File: config.mk
export PLATFORM = sky130hd
export DESIGN_NAME = simple_fifo_flex
export DESIGN_NICKNAME = d
export VERILOG_FILES = /design/src/rtl/simple_fifo_flex.sv
export SDC_FILE = /design/constraint.sdc
export NUM_CORES = 2
export LEC_CHECK = 0
export ABC_AREA = 0
export BUFFER_PORTS_ARGS = -buffer_cell sky130_fd_sc_hd__buf_2
export CORE_MARGIN = 3
export CORE_UTILIZATION = 49
export CTS_BUF_LIST = sky130_fd_sc_hd__clkbuf_16
export DETAILED_ROUTE_END_ITERATION = 12
export GPL_ROUTABILITY_DRIVEN = 0
export PLACE_DENSITY = 0.72
export RECOVER_POWER = 25
export SYNTH_ARGS = -nofsm -noshare
export SYNTH_HDL_FRONTEND = slang
export SYNTH_SLANG_ARGS = --single-unit
File: constraint.sdc
create_clock -name clk -period 42 [get_ports clk]
set_input_delay 4.2 -clock clk [delete_from_list [all_inputs] [get_ports clk]]
set_output_delay 4.2 -clock clk [all_outputs]
set_load 0.01 [all_outputs]
File: src/rtl/simple_fifo_flex.sv
// ---------------------------------------------------------------------------
// simple_fifo_flex
//
// Parametrised synchronous FIFO that sits between Synthesijer-generated
// modules and stream HDL. It offers a standard registered read port or a
// first-word-fall-through read port, programmable almost-full/almost-empty
// thresholds, a synchronous flush and sticky overflow/underflow flags.
//
// Parameters:
//   WIDTH      data width in bits
//   DEPTH_LOG  log2 of the number of entries (depth D = 2**DEPTH_LOG)
//   FWFT       0 = registered read, 1 = first-word-fall-through
//   AFULL_TH   almost_full  when count >= AFULL_TH
//   AEMPTY_TH  almost_empty when count <= AEMPTY_TH
//
// Ports:
//   clk           rising-edge clock
//   reset         asynchronous active-high reset, discards all contents
//   flush         synchronous clear of contents and flags
//   we / din      write request and write data
//   re            read request (in FWFT mode it pops the displayed word)
//   dout / valid  read data and its qualifier
//   empty / full  occupancy status
//   almost_empty  count <= AEMPTY_TH
//   almost_full   count >= AFULL_TH
//   count         number of stored words, 0 to D
//   overflow      sticky, a write was dropped
//   underflow     sticky, a read was ignored
// ---------------------------------------------------------------------------
module simple_fifo_flex #(
    parameter int WIDTH     = 256,
    parameter int DEPTH_LOG = 3,
    parameter int FWFT      = 0,
    parameter int AFULL_TH  = (1 << DEPTH_LOG) - 1,
    parameter int AEMPTY_TH = 1
) (
    input  logic                 clk,
    input  logic                 reset,
    input  logic                 flush,
    input  logic                 we,
    input  logic [WIDTH-1:0]     din,
    input  logic                 re,
    output logic [WIDTH-1:0]     dout,
    output logic                 valid,
    output logic                 empty,
    output logic                 full,
    output logic                 almost_empty,
    output logic                 almost_full,
    output logic [DEPTH_LOG:0]   count,
    output logic                 overflow,
    output logic                 underflow
);

    localparam int                 DEPTH    = 1 << DEPTH_LOG;
    localparam logic [DEPTH_LOG:0] DEPTH_C  = (DEPTH_LOG + 1)'(DEPTH);
    localparam logic [DEPTH_LOG:0] AFULL_C  = (DEPTH_LOG + 1)'(AFULL_TH);
    localparam logic [DEPTH_LOG:0] AEMPTY_C = (DEPTH_LOG + 1)'(AEMPTY_TH);

    logic [WIDTH-1:0]     mem [DEPTH];
    logic [DEPTH_LOG-1:0] wr_ptr;
    logic [DEPTH_LOG-1:0] rd_ptr;
    logic                 rd_acc;
    logic                 wr_acc;
    logic [DEPTH_LOG:0]   count_nxt;

    // A read needs a stored word; there is no bypass from din. A write to a
    // full FIFO still goes through when a read frees a slot in the same cycle.
    assign rd_acc = re && !empty;
    assign wr_acc = we && (!full || rd_acc);

    // Next occupancy. Flush empties the FIFO and discards that cycle's
    // requests; simultaneous read and write leave the count unchanged.
    always_comb begin
        count_nxt = count;
        if (flush) begin
            count_nxt = '0;
        end else if (wr_acc && !rd_acc) begin
            count_nxt = count + 1'b1;
        end else if (rd_acc && !wr_acc) begin
            count_nxt = count - 1'b1;
        end
    end

    // Pointers, count and all status flags. Flags are registered from the
    // next-state count so they always agree with count in the same cycle.
    // The error flags are sticky until reset or flush.
    always_ff @(posedge clk or posedge reset) begin
        if (reset) begin
            wr_ptr       <= '0;
            rd_ptr       <= '0;
            count        <= '0;
            empty        <= 1'b1;
            full         <= 1'b0;
            almost_empty <= 1'b1;
            almost_full  <= 1'b0;
            overflow     <= 1'b0;
            underflow    <= 1'b0;
        end else begin
            count        <= count_nxt;
            empty        <= (count_nxt == '0);
            full         <= (count_nxt == DEPTH_C);
            almost_empty <= (count_nxt <= AEMPTY_C);
            almost_full  <= (count_nxt >= AFULL_C);
            if (flush) begin
                wr_ptr    <= '0;
                rd_ptr    <= '0;
                overflow  <= 1'b0;
                underflow <= 1'b0;
            end else begin
                if (wr_acc) begin
                    wr_ptr <= wr_ptr + 1'b1;
                end
                if (rd_acc) begin
                    rd_ptr <= rd_ptr + 1'b1;
                end
                if (we && !wr_acc) begin
                    overflow <= 1'b1;
                end
                if (re && empty) begin
                    underflow <= 1'b1;
                end
            end
        end
    end

    // Storage array. It is deliberately not reset; only accepted writes
    // outside flush and reset touch it.
    always_ff @(posedge clk) begin
        if (!reset && !flush && wr_acc) begin
            mem[wr_ptr] <= din;
        end
    end

    generate
        if (FWFT != 0) begin : g_fwft
            // The head word is shown combinationally; re acknowledges it.
            assign dout  = mem[rd_ptr];
            assign valid = !empty;
        end else begin : g_std
            logic [WIDTH-1:0] dout_q;
            logic             valid_q;

            // Registered read port: an accepted read loads the head word and
            // raises valid for one cycle; otherwise dout holds its value.
            // Flush drops valid but keeps the last word on dout.
            always_ff @(posedge clk or posedge reset) begin
                if (reset) begin
                    dout_q  <= '0;
                    valid_q <= 1'b0;
                end else if (flush) begin
                    valid_q <= 1'b0;
                end else begin
                    valid_q <= rd_acc;
                    if (rd_acc) begin
                        dout_q <= mem[rd_ptr];
                    end
                end
            end

            assign dout  = dout_q;
            assign valid = valid_q;
        end
    endgenerate

endmodule
======== Yosys cells after proc, flatten, opt, wreduce, memory -nomap -nowiden ========
Memories as Yosys holds them, arrays and structs flattened. A register that Yosys moved wholly into a read port is not among the register bits.
Cells that the tools add are included.
operators by class
  add/subtract/negate cells ............... 4
  magnitude comparators ................... 2
  equal/unequal tests ..................... 1
  mux-type cells .......................... 14
  bitwise gates (word level) .............. 1
  reductions and logical operators ........ 21
operators by type and width
  operator                                                         number
  two-way mux 3 bit                                                4
  two-way mux 4 bit                                                3
  logical AND 1 bit                                                8
  nonzero test 2 bit                                               4
  two-way mux 1 bit                                                7
  adder 3 x 1 -> 3 bit (second input constant)                     2
  zero test 1 bit                                                  6
  adder 4 x 1 -> 4 bit (second input constant)                     1
  equality test 4 bit (second input constant)                      1
  >= comparator 4 x 3 -> 1 bit (second input constant)             1
  less-or-equal comparator 4 x 1 -> 1 bit (second input constant)  1
  zero test 4 bit                                                  1
  subtractor 4 x 1 -> 4 bit (second input constant)                1
  AND reduction 2 bit                                              1
  logical OR 1 bit                                                 1
  NOT 1 bit                                                        1
word-level totals
  register bits after elaboration ......... 17
  RAM bits ................................ 2048
  input port bits ......................... 261
  memories ................................ 1
memories
  name  depth  bits a word  rd ports  clocked after Yosys merged registers in  wr ports  RTL line  text
  mem   8      256          1         1                                        1         59        logic [WIDTH-1:0] mem [DEPTH];

======== Logic depth before layout (Yosys ltp) ========
  word-level depth ........................ 10
  gate-level depth with buffers ........... 7

======== Worst setup path after synthesis ========
No wires, ideal clock.
  path type ............................... input -> register
  start ................................... input port re
  end ..................................... memory mem[1][0], enable pin
  setup time .............................. 1.186 ns
  arrival ................................. 22.088 ns
  required time ........................... 40.814 ns
  slack ................................... 18.726 ns
  cell stages on the path ................. 5
  path through ............................ nand2b_1 > buf_6 > a21boi_2 > nand3_1 > nor3_1
on the way
  longest elaborated chain between the ends .. 6
ends and longest elaborated chain
  element                                  RTL line  text
  start: declaration                       42        input logic re,
  logical AND 1 bit                        68        assign rd_acc = re && !empty;
  logical OR 1 bit                         69        assign wr_acc = we && (!full || rd_acc);
  logical AND 1 bit                        69
  logical AND 1 bit                        129       if (!reset && !flush && wr_acc) begin
  two-way mux 1 bit                        129
  two-way mux 1 bit (not written as such)  130       mem[wr_ptr] <= din;
  end: declaration                         59
Every way passes these cells.

======== Worst setup path after layout ========
  start ................................... input port re
  end ..................................... memory mem[5][54], enable pin
Same word-level chain as after synthesis.

==> reports/results.ini <==
[yosys]
synth.distinct_cells=36
async_flop_share_pct=11.8
synth_top_area_share_pct=71.2
ys_warn_count=0
synth-seq-area-share_pct=79.1
netlist_area_mm2=0.0864
syn_nets=4146
synthFlopType=edfxtp_1
synth_seq_cells=2321
netlist_top_cells_area=edfxtp_1 (71%), mux4_2 (13%), dfrtp_1 (7.8%)
yosysTopAreaCell=edfxtp_1
synth.avg_cell_area_um2=22.3
syn_inst=3881
synth_edf_count=2048

[drt]
vias=39593
viasPerCell=5.62
avgRoutedWirePerCell_um=26.1
ant_nets=0
route.detailed.drc=0
wirelength_mm=184
drtIter0Drc=3278
firstDrtPassIters=5

[setup_path]
cp-startpoint=re
critPathKind=primary input to flop
crit_path_end_kind=flop
r2r_cells=6
r2r_slack_ns=37.30
crit_path_max_fanout=54
r2r_end=mem[5][54]
critPathCapture=mem[5][54]
worst-endpoint-required_ns=42.46
crit_arrival_ns=8.23
startpoint_type=primary input
r2r_start=empty

[sta]
finalCritPeriodShare_pct=18.5
rsz0062_at_grt=no
finalSetupViolations=0
hold_viol=0
period_minus_slack_ns=7.77
final.setup.tns_ns=0
finalMaxSlewViolations=0
setup_ws_ns=34.23
worstMarginPinSlew_ns=1.20
fmax_ghz=0.129
relSlewSlack_pct=19.7
finClkSkew_ns=0.0547

[placement]
dp_hpwl_mm=103
place_inst=6585
dp_slack_ns=33.23
numPortBuffers=527
dpl_cell_area_mm2=0.0913

[grt]
track_usage_pct=20.5
antenna_found_initial=55
grt_pass1_vias=41698
grt_pass1_wl_mm=274
grt_max_degree=153
gr-total-overflow=0

[clock_network]
path_clk_slew_ns=0.06
cts_tree=yes
clkSinkCount=2321
numCtsBuffers=221
post_cts_buffers=0
htree_levels=4
clockBufferDepth=3
cts_resized=0
insertion_delay_ns=0.86
clk_root_buffer_cell=clkbuf_16
hold_buffers=0

[power]
ir_drop_v=0.0000354
power_density_mw_per_mm2=56.2
leakagePower_nw=31.2
power.total_mw=5.53

[final_layout]
final_nets=4748
area_growth_pct=13.8
fill_cells=12927
layout-drive-gt1-share_pct=26.3
fin_area_mm2=0.0984
instances_no_fill=7046

[run_status]
status=complete, no violations

[floorplanning]
die-area_mm2=0.181
dieWidth_um=426
rows=153
start_util_pct=49.5
die_h_um=426
io_pins=528
core_mm2=0.175

[worst_hold_path]
worstHoldPathType=flop to flop

[flow_run]
maxCapViolations=0

kinds of logic (layout without fill, tap and decap cells):
logic type	after synthesis	count (layout)	share of synthesized area, %
mux	774	774	16.4
buf+inv	211	1013	1.51
fa+ha+maj	4	4	0.0579
other cells	0	38	0
flops	2321	2321	79.1
simple gates	302	302	1.39
xor+xnor	4	4	0.0405
compound gates	265	265	1.57
metal layers:
layer | up-vias | GRT usage, % | share of wire (%)
met4 | 8 | 10.3 | 4.8
met5 | - | 0 | 0.032
met3 | 365 | 3.46 | 4.8
met1 | 20929 | 26.1 | 39
li1 | 17204 | - | -
met2 | 1087 | 34.3 | 52
metrics by stage:
step,hold slack [ns],util (%)
after detailed placement,0.485,52.3
final,0.508,56.3
after floorplan,0.526,-
after global placement,0.483,52.3
after global routing,0.541,56.3
after CTS,0.500,56.4
synth_stat cells, types with 3 or more instances:
| cell type | instances |
|---|---|
| edfxtp_1 | 2048 |
| mux2i_1 | 261 |
| nor4_1 | 3 |
| mux4_2 | 512 |
| buf_6 | 53 |
| clkbuf_1 | 58 |
| dfrtp_1 | 271 |
| inv_1 | 8 |
| nor2_1 | 277 |
| buf_2 | 83 |
| buf_1 | 7 |
| ha_1 | 4 |
| nand2_1 | 5 |
| a21oi_1 | 258 |
| nand2b_1 | 4 |
critical path: stages:
cell	delay [ns]
buf_2	0.18
nand2b_1	0.28
a21boi_2	0.39
nand3_1	0.36
nor2_4	1.00
buf_4	0.83
buf_4	0.77
power by group:
part	internal (mW)	switching (mW)
logic	0.387	0.447
registers	2.66	0.105
clock network	1.09	0.842
total	4.14	1.39
cell usage in the layout, fill, tap and decap left out, types with 43 or more instances in the layout:
cell and count:
edfxtp_1 2048, mux4_2 512, buf_2 338, nor2_1 271, dfrtp_1 268, mux2i_1 261
a21oi_1 258, clkbuf_16 223, clkbuf_1 189, inv_1 69, clkinv_1 56, buf_4 43
worst min-delay path by stage:
| stage | startpoint | endpoint | slack [ns] | cells past startpoint |
|---|---|---|---|---|
| final | underflow | underflow | 0.51 | 2 |
| after global routing | dout[187] | dout[187] | 0.54 | 2 |
| after CTS | underflow | underflow | 0.50 | 2 |
| after detailed placement | underflow | underflow | 0.48 | 2 |
| after global placement | underflow | underflow | 0.48 | 2 |
| after floorplan | underflow | underflow | 0.53 | 2 |
layout make-up:
cell class | instances | area, um^2 | share of cell area [%]
Clock inverter | 200 | 1590 | 1.62
Clock buffer | 223 | 5580 | 5.67
Timing Repair Buffer | 582 | 2960 | 3.01
Tap cell | 2325 | 2910 | 2.96
Inverter | 8 | 37.5 | 0.0382
Multi-Input combinational cell | 1349 | 16900 | 17.1
Antenna cell | 38 | 95.1 | 0.0967
Sequential cell | 2321 | 68300 | 69.5
sequential cells by signal (all words and copies together) (netlist names):
| register | flops |
|---|---|
| underflow | 1 |
| valid | 1 |
| empty | 1 |
| wr_ptr | 3 |
| dout | 256 |
| full | 1 |
| almost_full | 1 |
| almost_empty | 1 |
| count | 4 |
| overflow | 1 |
| mem | 2048 |
| rd_ptr | 3 |
(Power assumes the default switching activity.)
